$ cat config.mk
export PLATFORM = sky130hd
export DESIGN_NAME = write_resp_router
export DESIGN_NICKNAME = d
export VERILOG_FILES = /design/src/rtl/write_resp_router_pkg.sv /design/src/rtl/write_resp_router_resp_skid_fifo.sv /design/src/rtl/write_resp_router.sv
export SDC_FILE = /design/constraint.sdc
export NUM_CORES = 1
export LEC_CHECK = 0
export BUFFER_PORTS_ARGS = -buffer_cell sky130_fd_sc_hd__buf_4
export CAP_MARGIN = 20
export CORE_AREA = 2 2 51 53
export CTS_CLUSTER_DIAMETER = 200
export CTS_CLUSTER_SIZE = 28
export DETAILED_ROUTE_END_ITERATION = 16
export DIE_AREA = 0 0 53 55
export GPL_ROUTABILITY_DRIVEN = 0
export HOLD_SLACK_MARGIN = 0.02
export PLACE_DENSITY = 0.86
export SLEW_MARGIN = 0
export SYNTH_ARGS = -nofsm -noshare
export SYNTH_HDL_FRONTEND = slang
export SYNTH_HIERARCHICAL = 1
export SYNTH_SLANG_ARGS = --single-unit
$ cat constraint.sdc
create_clock -name ACLK -period 2 [get_ports ACLK]
set_input_delay 0.1 -clock ACLK [delete_from_list [all_inputs] [get_ports ACLK]]
set_output_delay 0.1 -clock ACLK [all_outputs]
set_load 0.03 [all_outputs]
$ cat src/rtl/write_resp_router_pkg.sv
// rtl/write_resp_router_pkg.sv - shared AXI interconnect types for the write response router
package write_resp_router_pkg;

    typedef enum logic [1:0] {
        BRESP_OKAY   = 2'b00,
        BRESP_EXOKAY = 2'b01,
        BRESP_SLVERR = 2'b10,
        BRESP_DECERR = 2'b11
    } bresp_e;

    localparam int DROP_CNT_W = 8;
    localparam logic [DROP_CNT_W-1:0] DROP_CNT_MAX = '1;

endpackage

$ cat src/rtl/write_resp_router_resp_skid_fifo.sv
// rtl/write_resp_router_resp_skid_fifo.sv - 2-entry in-order buffer with registered ready
//
// Ports:
//   clk, rst_n                    clock, asynchronous active-low reset
//   s_tdata/s_tvalid/s_tready     write side; s_tready depends on registered state only
//   m_tdata/m_tvalid/m_tready     read side; m_tdata is the oldest entry
module resp_skid_fifo #(
    parameter int DW = 4
) (
    input  logic          clk,
    input  logic          rst_n,
    input  logic [DW-1:0] s_tdata,
    input  logic          s_tvalid,
    output logic          s_tready,
    output logic [DW-1:0] m_tdata,
    output logic          m_tvalid,
    input  logic          m_tready
);

    logic [DW-1:0] head_q;
    logic [DW-1:0] tail_q;
    logic [1:0]    count_q;
    // Holds s_tready low while in reset and releases it on the first edge afterwards.
    logic          live_q;
    logic          push;
    logic          pop;

    assign s_tready = live_q && (count_q != 2'd2);
    assign m_tvalid = (count_q != 2'd0);
    assign m_tdata  = head_q;
    assign push     = s_tvalid && s_tready;
    assign pop      = m_tvalid && m_tready;

    always_ff @(posedge clk or negedge rst_n) begin
        if (!rst_n) begin
            head_q  <= '0;
            tail_q  <= '0;
            count_q <= 2'd0;
            live_q  <= 1'b0;
        end else begin
            live_q <= 1'b1;
            case ({push, pop})
                // Push is never accepted when full, so push+pop means one entry
                // leaves and the incoming one becomes the new head.
                2'b11: head_q <= s_tdata;
                2'b01: begin
                    head_q  <= tail_q;
                    count_q <= count_q - 2'd1;
                end
                2'b10: begin
                    if (count_q == 2'd0) begin
                        head_q <= s_tdata;
                    end else begin
                        tail_q <= s_tdata;
                    end
                    count_q <= count_q + 2'd1;
                end
                default: ;
            endcase
        end
    end

endmodule

$ cat src/rtl/write_resp_router.sv
// rtl/write_resp_router.sv - routes slave write responses to the master owning the ID
//
// Ports:
//   ACLK, ARESETN               clock, asynchronous active-low reset
//   s_bid/s_bresp/s_bvalid      slave-side response; s_bready accepts it
//   m_bresp/m_bvalid/m_bready   per-master response, master i on bits [2i+1:2i]
//   err_clr                     one-cycle clear of the drop status
//   err_sticky, drop_cnt        unmapped-ID drop flag and saturating drop count
module write_resp_router
    import write_resp_router_pkg::*;
#(
    parameter int NUM_MASTERS = 3,
    parameter int ID_WIDTH    = (NUM_MASTERS > 1) ? $clog2(NUM_MASTERS) : 1
) (
    input  logic                     ACLK,
    input  logic                     ARESETN,
    input  logic [ID_WIDTH-1:0]      s_bid,
    input  logic [1:0]               s_bresp,
    input  logic                     s_bvalid,
    output logic                     s_bready,
    output logic [2*NUM_MASTERS-1:0] m_bresp,
    output logic [NUM_MASTERS-1:0]   m_bvalid,
    input  logic [NUM_MASTERS-1:0]   m_bready,
    input  logic                     err_clr,
    output logic                     err_sticky,
    output logic [DROP_CNT_W-1:0]    drop_cnt
);

    localparam int DW = ID_WIDTH + 2;

    logic                mapped;
    logic                drop;
    logic [DW-1:0]       head_data;
    logic                head_valid;
    logic [ID_WIDTH-1:0] head_id;
    logic [1:0]          head_resp;

    assign mapped = (32'(s_bid) < 32'(NUM_MASTERS));
    assign drop   = s_bvalid && s_bready && !mapped;

    // Unmapped responses see the same ready but never enter the buffer.
    resp_skid_fifo #(.DW(DW)) u_fifo (
        .clk      (ACLK),
        .rst_n    (ARESETN),
        .s_tdata  ({s_bid, s_bresp}),
        .s_tvalid (s_bvalid && mapped),
        .s_tready (s_bready),
        .m_tdata  (head_data),
        .m_tvalid (head_valid),
        .m_tready (|(m_bvalid & m_bready))
    );

    assign head_id   = head_data[DW-1:2];
    assign head_resp = head_data[1:0];
    assign m_bresp   = {NUM_MASTERS{head_resp}};

    always_comb begin
        m_bvalid = '0;
        for (int i = 0; i < NUM_MASTERS; i++) begin
            m_bvalid[i] = head_valid && (head_id == ID_WIDTH'(i));
        end
    end

    // A clear that coincides with a drop counts that drop as the first one.
    always_ff @(posedge ACLK or negedge ARESETN) begin
        if (!ARESETN) begin
            err_sticky <= 1'b0;
            drop_cnt   <= '0;
        end else if (err_clr) begin
            err_sticky <= drop;
            drop_cnt   <= drop ? DROP_CNT_W'(1) : '0;
        end else if (drop) begin
            err_sticky <= 1'b1;
            if (drop_cnt != DROP_CNT_MAX) begin
                drop_cnt <= drop_cnt + DROP_CNT_W'(1);
            end
        end
    end

endmodule

Word level (Yosys, flattened, before mapping)
Index checks and enable logic that the tools add are counted.
Storage, ports and cells
  register bits after elaboration: 20
  input port bits: 11
  output and inout port bits: 19
  word-level logic and storage cells: 50
Operators by class
  $add $sub $neg: 3
  magnitude comparators: 1
  eq/ne operators: 8
  multiplexer cells: 9
  bitwise gates (word level): 2
  reductions and logical operators: 21
Operators by type and width (count)
  $mux W8: 3
  $pmux W4 S3: 1
  $logic_and A1 B1 Y1: 9
  $add A8 B1 Y8 const B: 1
  $ne A8 B8 Y1 const B: 1
  $reduce_bool A2 Y1: 4
  $eq A2 B2 Y1 const B: 3
  $reduce_and A2 Y1: 3
  $eq A2 B1 Y1 const B: 2
  $logic_not A2 Y1: 2
  $mux W4: 1
  $pmux W2 S2: 1
  $and A3 B3 Y3: 1
  $mux W1: 3
  $reduce_bool A3 Y1: 1
  $reduce_or A3 Y1: 1
  $add A2 B1 Y2 const B: 1
  $lt A2 B2 Y1 const B: 1
  $ne A2 B1 Y1 const B: 1
  $ne A2 B2 Y1 const B: 1
  $sub A2 B1 Y2 const B: 1
  $logic_not A1 Y1: 1
  $not A1 Y1: 1

Logic depth before layout (Yosys ltp)
  depth after elaboration: 8
  depth in mapped cells: 8
  depth with buffers taken out: 8

Hierarchy
The synthesis kept the hierarchy.
Modules (own cells, without submodules)
  write_resp_router: times used 1, cells each 61, area an instance 604.3 µm², seq. area each 225.2 µm²
  resp_skid_fifo: times used 1, cells each 40, area an instance 540.5 µm², seq. area each 275.3 µm²

Worst setup path before layout
OpenSTA, ideal clock, no wires.
  path kind: register -> register
  start point: register u_fifo.count_q[0]
  end point: register u_fifo.head_q[0], in the netlist u_fifo/m_tdata[0]
  setup time: 125 ps
  data arrival time: 2252 ps
  data required time: 1875 ps
  slack: -377 ps
  stages on the path, launching flop included: 7
  path buffers: 0
  period minus slack after synthesis: 2377 ps
  cell sequence: dfrtp_1 inv_1 a21boi_0 nand2_1 ha_1 mux2_2 mux2_2
On the way
  elaborated cells between the ends (all ways): 18
  classes of those cells: eq/ne (5); mux (1); bitwise (1); reduce/logical (11)
RTL lines
  from (decl): line write_resp_router_resp_skid_fifo.sv:22  | logic [1:0] count_q;
  from (signal assigned): line write_resp_router_resp_skid_fifo.sv:48  | count_q <= count_q - 2'd1;
  from (signal assigned): line write_resp_router_resp_skid_fifo.sv:56  | count_q <= count_q + 2'd1;
  $ne A2 B2 Y1 (*): line write_resp_router_resp_skid_fifo.sv:28  | assign s_tready = live_q && (count_q != 2'd2);
  $logic_and A1 B1 Y1 (*): line write_resp_router_resp_skid_fifo.sv:28
  named net s_bready: line write_resp_router.sv:20  | output logic s_bready,
  $logic_and A1 B1 Y1 (*): line write_resp_router_resp_skid_fifo.sv:31  | assign push = s_tvalid && s_tready;
  $eq A2 B2 Y1 / $eq A2 B1 Y1 (equally long branches): line write_resp_router_resp_skid_fifo.sv:42  | case ({push, pop})
  $ne A2 B1 Y1 (no source line) / $reduce_bool A3 Y1 (equally long branches)
  $reduce_and A2 Y1 (no source line)
  to (signal assigned): line write_resp_router_resp_skid_fifo.sv:45  | 2'b11: head_q <= s_tdata;
  to (signal assigned): line write_resp_router_resp_skid_fifo.sv:47  | head_q <= tail_q;
  to (signal assigned): line write_resp_router_resp_skid_fifo.sv:52  | head_q <= s_tdata;
  to (decl): line write_resp_router_resp_skid_fifo.sv:20  | logic [DW-1:0] head_q;
The timed path passes the listed nets; every way through them passes the cells marked *.
A chain may end at the register's enable or synchronous reset.

Final worst setup path
  start point: register u_fifo.head_q[2], in the netlist u_fifo/m_tdata[2]
  end point: register u_fifo.head_q[3], in the netlist u_fifo/m_tdata[3]
On the way
  word-level cells in the longest chain between the ends: 8
  elaborated cells between the ends (all ways): 16
  classes of those cells: eq/ne (6); mux (1); bitwise (1); reduce/logical (8)
RTL lines
  $eq A2 B1 Y1, or another cell as far along: line write_resp_router.sv:60  | m_bvalid[i] = head_valid && (head_id == ID_WIDTH'(i));
  $logic_and A1 B1 Y1: line write_resp_router.sv:60
  $and A3 B3 Y3 (*): line write_resp_router.sv:50  | .m_tready (|(m_bvalid & m_bready))
  $reduce_or A3 Y1 (*): line write_resp_router.sv:50
  $logic_and A1 B1 Y1 (*): line write_resp_router_resp_skid_fifo.sv:32  | assign pop = m_tvalid && m_tready;
  $eq A2 B2 Y1 / $eq A2 B1 Y1 (equally long branches): line write_resp_router_resp_skid_fifo.sv:42
  $ne A2 B1 Y1 (no source line) / $reduce_bool A3 Y1 (equally long branches)
  $reduce_and A2 Y1 (no source line)
Mark *: on every way between the ends. The rest lies on a longest branch, timed or not.

==> results.toml <==
[outcome]
status = "finished, final reports clean"

[final_layout]
layout_commonest_cell = "buf_4"
fin_cells = 162
final_cell_mix = "31 x buf_4, 19 x dfrtp_1, 12 x mux2_2"
nets = 147
antenna_cells = 0
final_core_util_pct = 62.0
syn_to_final_growth_pct = 28.0
drive_gt1_share_pct = 47.7
nFillCells = 200

[clock_network]
clkLatencyLatePin_ns = 0.29
cts_inserted_buffers = 3
clk_path_buf_depth = 2
clk_pin_slew_ns = 0.11
cts.sinks = 20
root_buffer = "clkbuf_4"
cts-htree-levels = 1
cts_tree = "built"

[sta]
setup_tns_ns = 0
fmax_mhz = 535
period_minus_slack_ns = 1.87
hold_viol = 0
setup_violations = 0
finalCritPeriodShare_pct = 93.5
skew_ns = 0.00786
drv_slew = 0
rsz0062_at_grt = "false"
setup_ws_ns = 0.130

[global_route]
grt_pass1_vias = 818
grt-ovfl-total = 0
grt_max_degree = 21
antenna_found_initial = 0
grt_pass1_wl_um = 3680
grt_use_total_pct = 17.4

[yosys]
synth_edf_count = 0
yosysWarnings = 6
yosys-top-cells-area = "dfrtp_1 44%, mux2_2 12%, ha_1 3.3%"
netlist_area_um2 = 1140
avgSynthCellArea_um2 = 11.3
yosys_most_used_dff = "dfrtp_1"
synth.ff_latch_count = 20
synthesis.nets = 115
seq_area_frac_synth_pct = 43.7
async_flop_share_pct = 100
synth_top_area_share_pct = 43.7
netlist-cell-type-count = 42
synth_area_leader_cell = "dfrtp_1"
synthCells = 101

[worst_setup_path]
cp.arrival_ns = 2.06
cp-end-kind = "flop"
required_ns = 2.19
path_class = "reg -> reg"
startpoint_type = "flop"
crit_fanout = 4

[place]
port_buffers = 29
place_inst = 155
dp_slack_ns = 0.0183
hpwlAfterDp_um = 1790

[floorplan]
die_h_um = 55
core_um2 = 2360
die_area_um2 = 2920
io-pin-count = 30
initial_core_util_pct = 48.4
row_count = 18
die_w_um = 53

[pwr]
p_clk_share_pct = 17.0
netSwitchingPower_mw = 0.725
power_density_nw_per_um2 = 1290
swShare_pct = 38.4
leakage_nw = 0.703
max-vdd-ir-drop_uv = 939
seq_power_share_pct = 33.6
p_total_mw = 1.89
combPwrFrac_pct = 49.4
p_int_mw = 1.16

[drt]
routed_wl_um = 2330
drt_iter0_drc = 6
vias = 848
drt_first_pass_iters = 4
ant_nets = 0
viasPerCell = 5.23
drc_errors = 0
post_drt_wl_per_cell_um = 14.4

[hold_path]
hp-class = "in -> reg"

[run]
maxCapViolCount = 0
cell type report:
class	count	area, um2	area share [%]
Clock buffer	3	22.5	1.54
Timing Repair Buffer	33	253	17.3
Clock inverter	1	30.0	2.05
Sequential cell	20	502	34.2
Tap cell	30	37.5	2.56
Multi-Input combinational cell	71	606	41.3
Inverter	4	15.0	1.02
routing by layer:
layer	GRT usage, %	up-vias	share of wire [%]
met1	20.8	399	43
met4	6.84	0	0
li1	-	425	-
met3	2.42	0	4.7
met5	0	-	0
met2	31.9	24	52
per-stage QoR:
step	hold slack, ns	cell area (um2)
after CTS	0.0437	1450
final	0.0511	1470
after global routing	0.0316	1470
after global placement	-0.0111	1370
after floorplan	-0.196	1150
after detailed placement	-0.00715	1370
cell usage after synthesis, types with 2 or more instances:
cell type / count
a21boi_0: 2
and2_1: 3
buf_4: 4
dfrtp_1: 20
ha_1: 3
inv_1: 2
inv_2: 2
mux2_2: 12
mux2i_1: 2
nand2_1: 5
nand4_1: 2
nor2_1: 7
o211ai_1: 3
o31ai_1: 2
xnor2_1: 2
xor2_1: 4
final timing paths:
check / startpoint / to / slack, ns / cells past startpoint
worst max-delay path: u_fifo/m_tdata[2] / u_fifo/m_tdata[3] / 0.13 / 8
worst min-delay path: s_bresp[0] / u_fifo/tail_q[0] / 0.05 / 2
worst max register to register: u_fifo/m_tdata[2] / u_fifo/m_tdata[3] / 0.13 / 8
worst min register to register: err_sticky / err_sticky / 0.51 / 1
max in group asynchronous: ARESETN / u_fifo/m_tdata[2] / 1.56 / 2
min in group asynchronous: ARESETN / u_fifo/m_tdata[1] / 0.21 / 2
power by group through the flow:
stage                     Sequential (mW)  Clock, mW  Combinational [mW]
after CTS                           0.637      0.329               0.906
final                               0.634      0.320               0.931
after detailed placement            0.644          0               0.895
after global routing                0.652      0.346               0.996
after floorplan                     0.667          0               0.646
after global placement              0.629          0               0.861
kinds of logic (layout without fill, tap and decap cells):
family          count (synthesis)  after routing  synth area share [%]
compound gates                 16             16                  12.3
xor+xnor                        6              6                  4.59
fa+ha+maj                       3              3                  3.28
buf+inv                        10             41                  4.81
flops                          20             20                  43.7
mux                            14             14                  13.6
other cells                     1              1                 0.328
simple gates                   31             31                  17.4
critical path, cell delays in order (launching register included):
cell     delay (ns)
dfrtp_2        0.44
mux2i_1        0.12
o21ai_0        0.14
and2_1         0.15
nand2_2        0.06
inv_2          0.10
ha_4           0.17
mux2_2         0.33
mux2_2         0.26
flip-flops by register name, summed over array words and instances (netlist names):
signal / count
err_sticky: 1
u_fifo/live_q: 1
u_fifo/tail_q: 4
u_fifo/count_q: 2
u_fifo/m_tdata: 4
drop_cnt: 8
what timing repair did:
item	4_1_cts	5_1_grt
resized for setup	1	2
hold buffers	2	0
endpoints found under the setup margin	1	4
buffers inserted	0	1
pin swaps	0	0
endpoints found under the hold margin	22	0
Note: power is estimated with default switching activity, not from simulation.
